[src/rtl/bidir_pad_arbiter.sv]
// Round-robin owner arbitration for the shared bidir pad bank.
// Ports: req/req_out/req_oe from core users, cfg_* statics, grant/owner_id/busy status, pad A/OE/CS/SL/IE/PU/PD drives, synced in_data.
module bidir_pad_arbiter #(
  parameter int NUM_REQ        = 4,
  parameter int NUM_BIDIR_PADS = 8,
  parameter int TURNAROUND     = 2,
  parameter int MAX_HOLD       = 16
) (
  input  logic                              clk,
  input  logic                              rst_n,
  input  logic [NUM_REQ-1:0]                req,
  input  logic [NUM_REQ*NUM_BIDIR_PADS-1:0] req_out,
  input  logic [NUM_REQ*NUM_BIDIR_PADS-1:0] req_oe,
  input  logic [NUM_BIDIR_PADS-1:0]         cfg_cs,
  input  logic [NUM_BIDIR_PADS-1:0]         cfg_sl,
  input  logic [NUM_BIDIR_PADS-1:0]         cfg_pu,
  input  logic [NUM_BIDIR_PADS-1:0]         cfg_pd,
  output logic [NUM_REQ-1:0]                grant,
  output logic [2:0]                        owner_id,
  output logic                              busy,
  input  logic [NUM_BIDIR_PADS-1:0]         bidir_in,
  output logic [NUM_BIDIR_PADS-1:0]         in_data,
  output logic [NUM_BIDIR_PADS-1:0]         bidir_out,
  output logic [NUM_BIDIR_PADS-1:0]         bidir_oe,
  output logic [NUM_BIDIR_PADS-1:0]         bidir_cs,
  output logic [NUM_BIDIR_PADS-1:0]         bidir_sl,
  output logic [NUM_BIDIR_PADS-1:0]         bidir_ie,
  output logic [NUM_BIDIR_PADS-1:0]         bidir_pu,
  output logic [NUM_BIDIR_PADS-1:0]         bidir_pd
);

  localparam int W = NUM_BIDIR_PADS;
  localparam logic [3:0] TA   = 4'(TURNAROUND);
  localparam logic [7:0] HMAX = 8'(MAX_HOLD - 1);

  typedef enum logic [1:0] {
    IDLE,
    TURN,
    OWN
  } state_t;

  state_t state, state_n;

  logic [2:0]   ptr, ptr_n;
  logic [2:0]   owner_n;
  logic [2:0]   base, win;
  logic [3:0]   tcnt, tcnt_n;
  logic [7:0]   hold, hold_n;
  logic [7:0]   req8, own_oh, others;
  logic         own, drop, preempt;
  logic [W-1:0] sel_out, sel_oe;
  logic [W-1:0] sync1, sync2;

  // First set bit scanning b+1, b+2, ... modulo NUM_REQ.
  function automatic logic [2:0] pick(
    input logic [7:0] r,
    input logic [2:0] b
  );
    logic [2:0] w;
    logic [2:0] idx;
    logic       hit;
    w   = b;
    hit = 1'b0;
    for (int i = 1; i <= NUM_REQ; i++) begin
      idx = 3'((int'(b) + i) % NUM_REQ);
      if (!hit && r[idx]) begin
        w   = idx;
        hit = 1'b1;
      end
    end
    return w;
  endfunction

  assign req8    = 8'(req);
  assign own_oh  = 8'd1 << owner_id;
  assign others  = req8 & ~own_oh;
  assign drop    = !req8[owner_id];
  assign preempt = (hold == HMAX) && (|others);

  // On an OWN exit the scan restarts after the outgoing owner.
  assign base = (state == OWN) ? owner_id : ptr;
  assign win  = pick(req8, base);

  always_comb begin
    state_n = state;
    ptr_n   = ptr;
    owner_n = owner_id;
    tcnt_n  = tcnt;
    hold_n  = hold;
    unique case (state)
      IDLE: begin
        if (|req8) begin
          owner_n = win;
          tcnt_n  = TA;
          state_n = TURN;
        end
      end
      TURN: begin
        if (drop) begin
          tcnt_n  = '0;
          state_n = IDLE;
        end else if (tcnt == 4'd1) begin
          tcnt_n  = '0;
          hold_n  = '0;
          state_n = OWN;
        end else begin
          tcnt_n = tcnt - 4'd1;
        end
      end
      OWN: begin
        if (drop || preempt) begin
          ptr_n  = owner_id;
          hold_n = '0;
          if (|others) begin
            owner_n = win;
            tcnt_n  = TA;
            state_n = TURN;
          end else begin
            state_n = IDLE;
          end
        end else if (hold != HMAX) begin
          hold_n = hold + 8'd1;
        end
      end
      default: state_n = IDLE;
    endcase
  end

  always_ff @(posedge clk or negedge rst_n) begin
    if (!rst_n) begin
      state    <= IDLE;
      ptr      <= 3'(NUM_REQ - 1);
      owner_id <= '0;
      tcnt     <= '0;
      hold     <= '0;
    end else begin
      state    <= state_n;
      ptr      <= ptr_n;
      owner_id <= owner_n;
      tcnt     <= tcnt_n;
      hold     <= hold_n;
    end
  end

  always_ff @(posedge clk or negedge rst_n) begin
    if (!rst_n) begin
      sync1 <= '0;
      sync2 <= '0;
    end else begin
      sync1 <= bidir_in;
      sync2 <= sync1;
    end
  end

  always_comb begin
    sel_out = '0;
    sel_oe  = '0;
    for (int r = 0; r < NUM_REQ; r++) begin
      if (owner_id == 3'(r)) begin
        sel_out = req_out[r*W +: W];
        sel_oe  = req_oe[r*W +: W];
      end
    end
  end

  // Drive is gated by registered state only, so req changes never glitch OE.
  assign own       = (state == OWN);
  assign grant     = own ? own_oh[NUM_REQ-1:0] : '0;
  assign busy      = (state != IDLE);
  assign bidir_out = own ? sel_out : '0;
  assign bidir_oe  = own ? sel_oe : '0;
  assign bidir_cs  = cfg_cs;
  assign bidir_sl  = cfg_sl;
  assign bidir_ie  = '1;
  assign bidir_pu  = cfg_pu;
  assign bidir_pd  = cfg_pd & ~cfg_pu;
  assign in_data   = sync2;

endmodule

[config.mk]
export PLATFORM = sky130hd
export DESIGN_NAME = bidir_pad_arbiter
export DESIGN_NICKNAME = d
export VERILOG_FILES = /design/src/rtl/bidir_pad_arbiter.sv
export SDC_FILE = /design/constraint.sdc
export NUM_CORES = 1
export LEC_CHECK = 0
export BUFFER_PORTS_ARGS = -buffer_cell sky130_fd_sc_hd__buf_2
export CAP_MARGIN = 15
export CORE_MARGIN = 5
export CORE_UTILIZATION = 45
export CTS_CLUSTER_DIAMETER = 80
export DETAILED_ROUTE_END_ITERATION = 10
export GPL_TIMING_DRIVEN = 0
export MAX_ROUTING_LAYER = met4
export PLACE_DENSITY = 0.84
export SETUP_SLACK_MARGIN = 0.05
export SLEW_MARGIN = 10
export SYNTH_ARGS = -nofsm -noshare
export SYNTH_HDL_FRONTEND = slang
export SYNTH_SLANG_ARGS = --single-unit
[constraint.sdc]
create_clock -name clk -period 3.4 [get_ports clk]
set_input_delay 0.34 -clock clk [delete_from_list [all_inputs] [get_ports clk]]
set_output_delay 0.34 -clock clk [all_outputs]
set_load 0.05 [all_outputs]
**Yosys cells after proc, flatten, opt, wreduce, memory -nomap -nowiden**

Index checks and enable logic that the tools add are counted.

- $add $sub $neg: 6
- $lt $le $gt $ge: 5
- Eq/ne operators: 15
- Shift operators: 1
- Mux-type cells: 50
- Bitwise logic cells: 8
- Reductions and logical operators: 26

Operators by type and width:

| kind | number |
|---|---|
| two-way mux 8 bit | 14 |
| two-way mux 3 bit | 8 |
| two-way mux 4 bit | 6 |
| less-than comparator 3 x 4 -> 1 bit (second input constant) | 5 |
| inverter 8 bit | 2 |
| case mux 8 bit (2 select lines) | 1 |
| binary-select mux 1 bit (select 3 bit) | 5 |
| case mux 4 bit (3 select lines) | 1 |
| AND reduction 4 bit | 3 |
| two-way mux 1 bit | 9 |
| adder 8 x 1 -> 8 bit (second input constant) | 1 |
| AND 4 x 8 -> 8 bit | 1 |
| AND 8 bit | 1 |
| equality test 8 x 4 -> 1 bit (second input constant) | 1 |
| two-way mux 2 bit | 4 |
| inequality test 8 x 4 -> 1 bit (second input constant) | 1 |
| OR reduction 2 bit | 4 |
| OR reduction 8 bit | 1 |
| << shifter 1 x 3 -> 8 bit (first input constant) | 1 |
| equality test 3 x 2 -> 1 bit (second input constant) | 2 |
| inequality test 2 bit (second input constant) | 3 |
| case mux 2 bit (3 select lines) | 1 |
| case mux 3 bit (2 select lines) | 1 |
| nonzero test 2 bit | 3 |
| 20 further kinds | 32 |

- Register bits after elaboration: 36
- Output and inout bits: 72
- Logic and storage cells: 118

**Longest topological paths before layout**

- Depth in word-level cells: 20
- Mapped depth: 8
- Mapped depth without buffers: 7

**Worst setup path before layout**

OpenSTA, ideal clock, no wires.

- Path type: register to output
- Start: reg owner_id[1]
- End: out grant[2]
- Arrival time: 2.369 ns
- Data required time: 3.060 ns
- Setup slack: 0.691 ns
- Cell stages (with the launch flop): 4
- Path buffers: 2
- Cells stage by stage: dfrtp_1 -> buf_2 -> clkbuf_1 -> nor3b_1

- Longest elaborated chain between the ends: 2

RTL lines:

| what | RTL line | text |
|---|---|---|
| start, declared | 19 | `output logic [2:0] owner_id,` |
| start signal, assigned | 139 | `owner_id <= owner_n;` |
| << shifter 1 x 3 -> 8 bit | 75 | `assign own_oh = 8'd1 << owner_id;` |
| two-way mux 4 bit | 168 | `assign grant = own ? own_oh[NUM_REQ-1:0] : '0;` |
| end, declared | 18 | `output logic [NUM_REQ-1:0] grant,` |

Every way passes these cells.

**Final worst setup path**

- Start: reg state[0]
- End: out bidir_out[3]

- Longest elaborated chain between the ends: 2

RTL lines:

| what | RTL line | text |
|---|---|---|
| start, declared | 42 | `state_t state, state_n;` |
| start signal, assigned | 137 | `state <= state_n;` |
| equality test 2 bit | 167 | `assign own = (state == OWN);` |
| two-way mux 8 bit | 170 | `assign bidir_out = own ? sel_out : '0;` |
| end, declared | 23 | `output logic [NUM_BIDIR_PADS-1:0] bidir_out,` |

Every way passes these cells.

==> results.md <==
* Clock buffers created by TritonCTS at 5
* Syn avg cell area at 9.01 um2
* Placed Cells at 518
* Diodes inserted at 0
* Stage delay of the slowest cell on the critical path at 410 ps
* Pwr dens at 667 nW/um2
* Kind of cell with the highest combined delay on the critical path: buffers and inverters
* Placement-stage worst setup slack at 700 ps
* Hold Vio Cnt, Final at 0
* Num ports at 182
* Overall fraction of global-route tracks in use at 0.225
* Net count, final at 570
* Number of global-route vias before repair at 2,576
* Area of the die at 7250 um2
* Count of endpoints failing setup in the final report at 0
* RePlAce Congestion at 0.950
* Max Clock Skew at 10.5 ps
* XOR/XNOR share of the synthesized area at 0.00345
* Most area-hungry cell type in the Yosys netlist: dfrtp_1
* Initial antenna violation count at 0
* Worst IR drop on VDD at 0.000380 V
* Cell types with the largest area share after synthesis: dfrtp_1 32%, mux2_2 9.7%, buf_4 9.5%
* Arithmetic-cell share of the synthesized area counting full adders, half adders and majority gates at 0.0345
* Buffers from clock root to sink, at most at 2
* Total number of H-tree levels at 2
* Cell Rows at 27
* Worst endpoint required time at 3060 ps
* Initial DRC Count at 148
* Starting utilization of the core area at 0.461
* DIE HEIGHT at 85.1 um
* Proportion of netlist area held by the largest area contributor at 0.325
* Post-Place Cell Area at 3440 um2
* Vias per inst at 5.08
* Post-detailed-route count of antenna-violating nets at 0
* RSZ-0062 raised after global routing: no
* Hold bufs inserted after CTS at 0
* P_leak at 0.00185 uW
* Maximum number of pins on one net before global-route repair at 36
* Kind of launch point of the worst setup path: register
* Cells along the critical path: inv_1 > ha_1 > clkbuf_1 > inv_1 > nor2_1 > clkbuf_1 > o21ai_0 > nor2_1 > buf_2
* Cell with the largest stage delay on the worst path: dfrtp_1
* Element type at the critical path end: output pin
* Run status: finished clean
* Die Span X at 85.1 um
* Max-capacitance violation count at 0
* Setup Crit Path Kind: register to output pin
* Measured slew at the worst slew-check pin at 775 ps
* Area of the core at 5510 um2
* Maximum fanout along the worst path at 10
* Total DRC errors in the routed layout at 0
* Final HPWL from detailed placement at 6880 um
* Post-synthesis cell area at 2540 um2
* Share of synthesized cell area in and, or, nand and nor gates at 0.150
* Worst slew margin at 0.484
* Post-CTS Setup Bufs at 0
* Yosys warning total at 0
* Synth-to-layout area growth at 38.9%
* Hold Crit Class: input pin to async pin
* Top library cells by usage in the layout, fill and taps aside: 158 x buf_2, 33 x dfrtp_1, 32 x buf_4
* Count of clock tree sinks at 35
* Filler-free cell count of the finished design at 525
* Residual overflow from global routing at 0
* Post_cts resized at 0
* Clock tree from TritonCTS: done
* Flip-flop and latch count after synthesis at 35
* Insertion delay to the later sink of the worst-skew pair at 290 ps
* Design Area, Final at 3530 um2
* Sequential cell area fraction in the yosys report at 0.346
* Buffers plus inverters on the worst setup path at 5
* Post-route fraction of the period consumed by the critical path at 0.896
* First-pass GRT wire length at 12,900 um
* Clock transition at the registers of the reported paths at 70 ps
* Layout cells sized above 1 at 0.508
* Buffers on Ports at 157
* Complex-gate fraction of the synthesized area at 0.188
* Vias at 2,669
* Largest family of logic cells by synthesized area: compound AO/OA/AOI/OAI gates
* Final worst setup slack at 354 ps
* Arrival time of the worst setup path at 2710 ps
* Total negative slack for setup checks at 0 ps
* Number of distinct library cell variants in the gate-level netlist after synthesis at 50
* Drt first pass iters at 4
* Final-report max-slew violation count at 0
* Synthesized netlist cell count at 282
* Highest clock frequency the design can meet at 328 MHz
* Wire length reported by the detailed router at 8210 um
* Most frequent standard cell in the layout excluding fill and tap cells: buf_2
* Min Tclk post-route at 3050 ps
* Detail-routed net length per standard cell at 15.6 um
* Clk Tree Root Cell: clkbuf_8
* Portion of netlist area occupied by mux cells at 0.135
-- final timing paths --
check | startpoint | endpoint | slack (ps) | cells after the start
setup / recovery | state[0]$_DFFE_PN0P_ | bidir_out[3] | 350 | 9
hold / removal | rst_n | tcnt[2]$_DFFE_PN0P_ | 130 | 1
setup reg to reg | state[0]$_DFFE_PN0P_ | state[0]$_DFFE_PN0P_ | 1190 | 7
hold reg to reg | sync1[5]$_DFF_PN0_ | in_data[5]$_DFF_PN0_ | 350 | 0
max in group asynchronous | rst_n | in_data[7]$_DFF_PN0_ | 2770 | 1
min in group clk | bidir_in[6] | sync1[6]$_DFF_PN0_ | 160 | 1
-- per-stage QoR --
step / utilization / hold slack, ps / power [uW]
after CTS: 0.641 / 156 / 2360
after floorplan: - / 44.4 / 1710
after detailed placement: 0.625 / 341 / 2060
after global routing: 0.641 / 154 / 2530
final: 0.641 / 130 / 2360
after global placement: 0.625 / 332 / 2020
-- Yosys cell counts, drive strengths merged --
master    n
nor2b    12
o22a      1
conb      1
ha        7
a2111oi   2
nor3      1
o31ai     1
nand2b    3
a221oi    1
and2      1
mux2     22
nand2    10
nor4bb    1
and3      2
mux4      1
o22ai    21
a21o      3
a211o     1
nor3b     1
xor2      1
o221ai    1
nor2     27
a211oi    3
nand3     3
or4       3
a311oi    1
inv      16
or2       2
buf      36
or3       5
o32ai     1
mux2i     7
dfrtp    33
a22oi     1
nand3b    1
nand4     1
clkbuf    8
dfstp     2
o311a     1
o21a      2
o21ai    25
a21oi    10
-- flip-flops by register name, indices dropped and copies added (netlist names) --
signal    cells
hold          8
in_data       8
sync1         8
tcnt          4
owner_id      3
ptr           2
state         2
-- cell type report --
cell class	instances	area, um2
fillers	497	1980
flip-flops and latches	35	878
plain buffers	44	302
clock buffers	6	82.6
well taps	72	90.1
clock inverters	1	5.00
inverters	16	60.1
repair buffers	157	786
multi-input cells	194	1330
-- layer usage --
metal,vias to the layer above,share of wire,track usage
met4,0,0.017,0.0576
met2,125,0.50,0.369
met3,13,0.090,0.0466
met1,1223,0.40,0.283
li1,1308,-,-
met5,-,0,-
-- kinds of logic (layout without fill, tap and decap cells) --
kind of cell    Yosys count  in the layout
flops                    35             35
simple gates             73             73
compound gates           75             75
other cells               1              8
mux                      30             30
buf+inv                  60            224
xor+xnor                  1              1
fa+ha+maj                 7              7
-- report_power, final --
group          total, uW  internal, uW  switching [uW]
logic               1520           557             959
clock network        300           159             141
registers            541           494            46.7
Note: power is estimated with default switching activity, not from simulation.
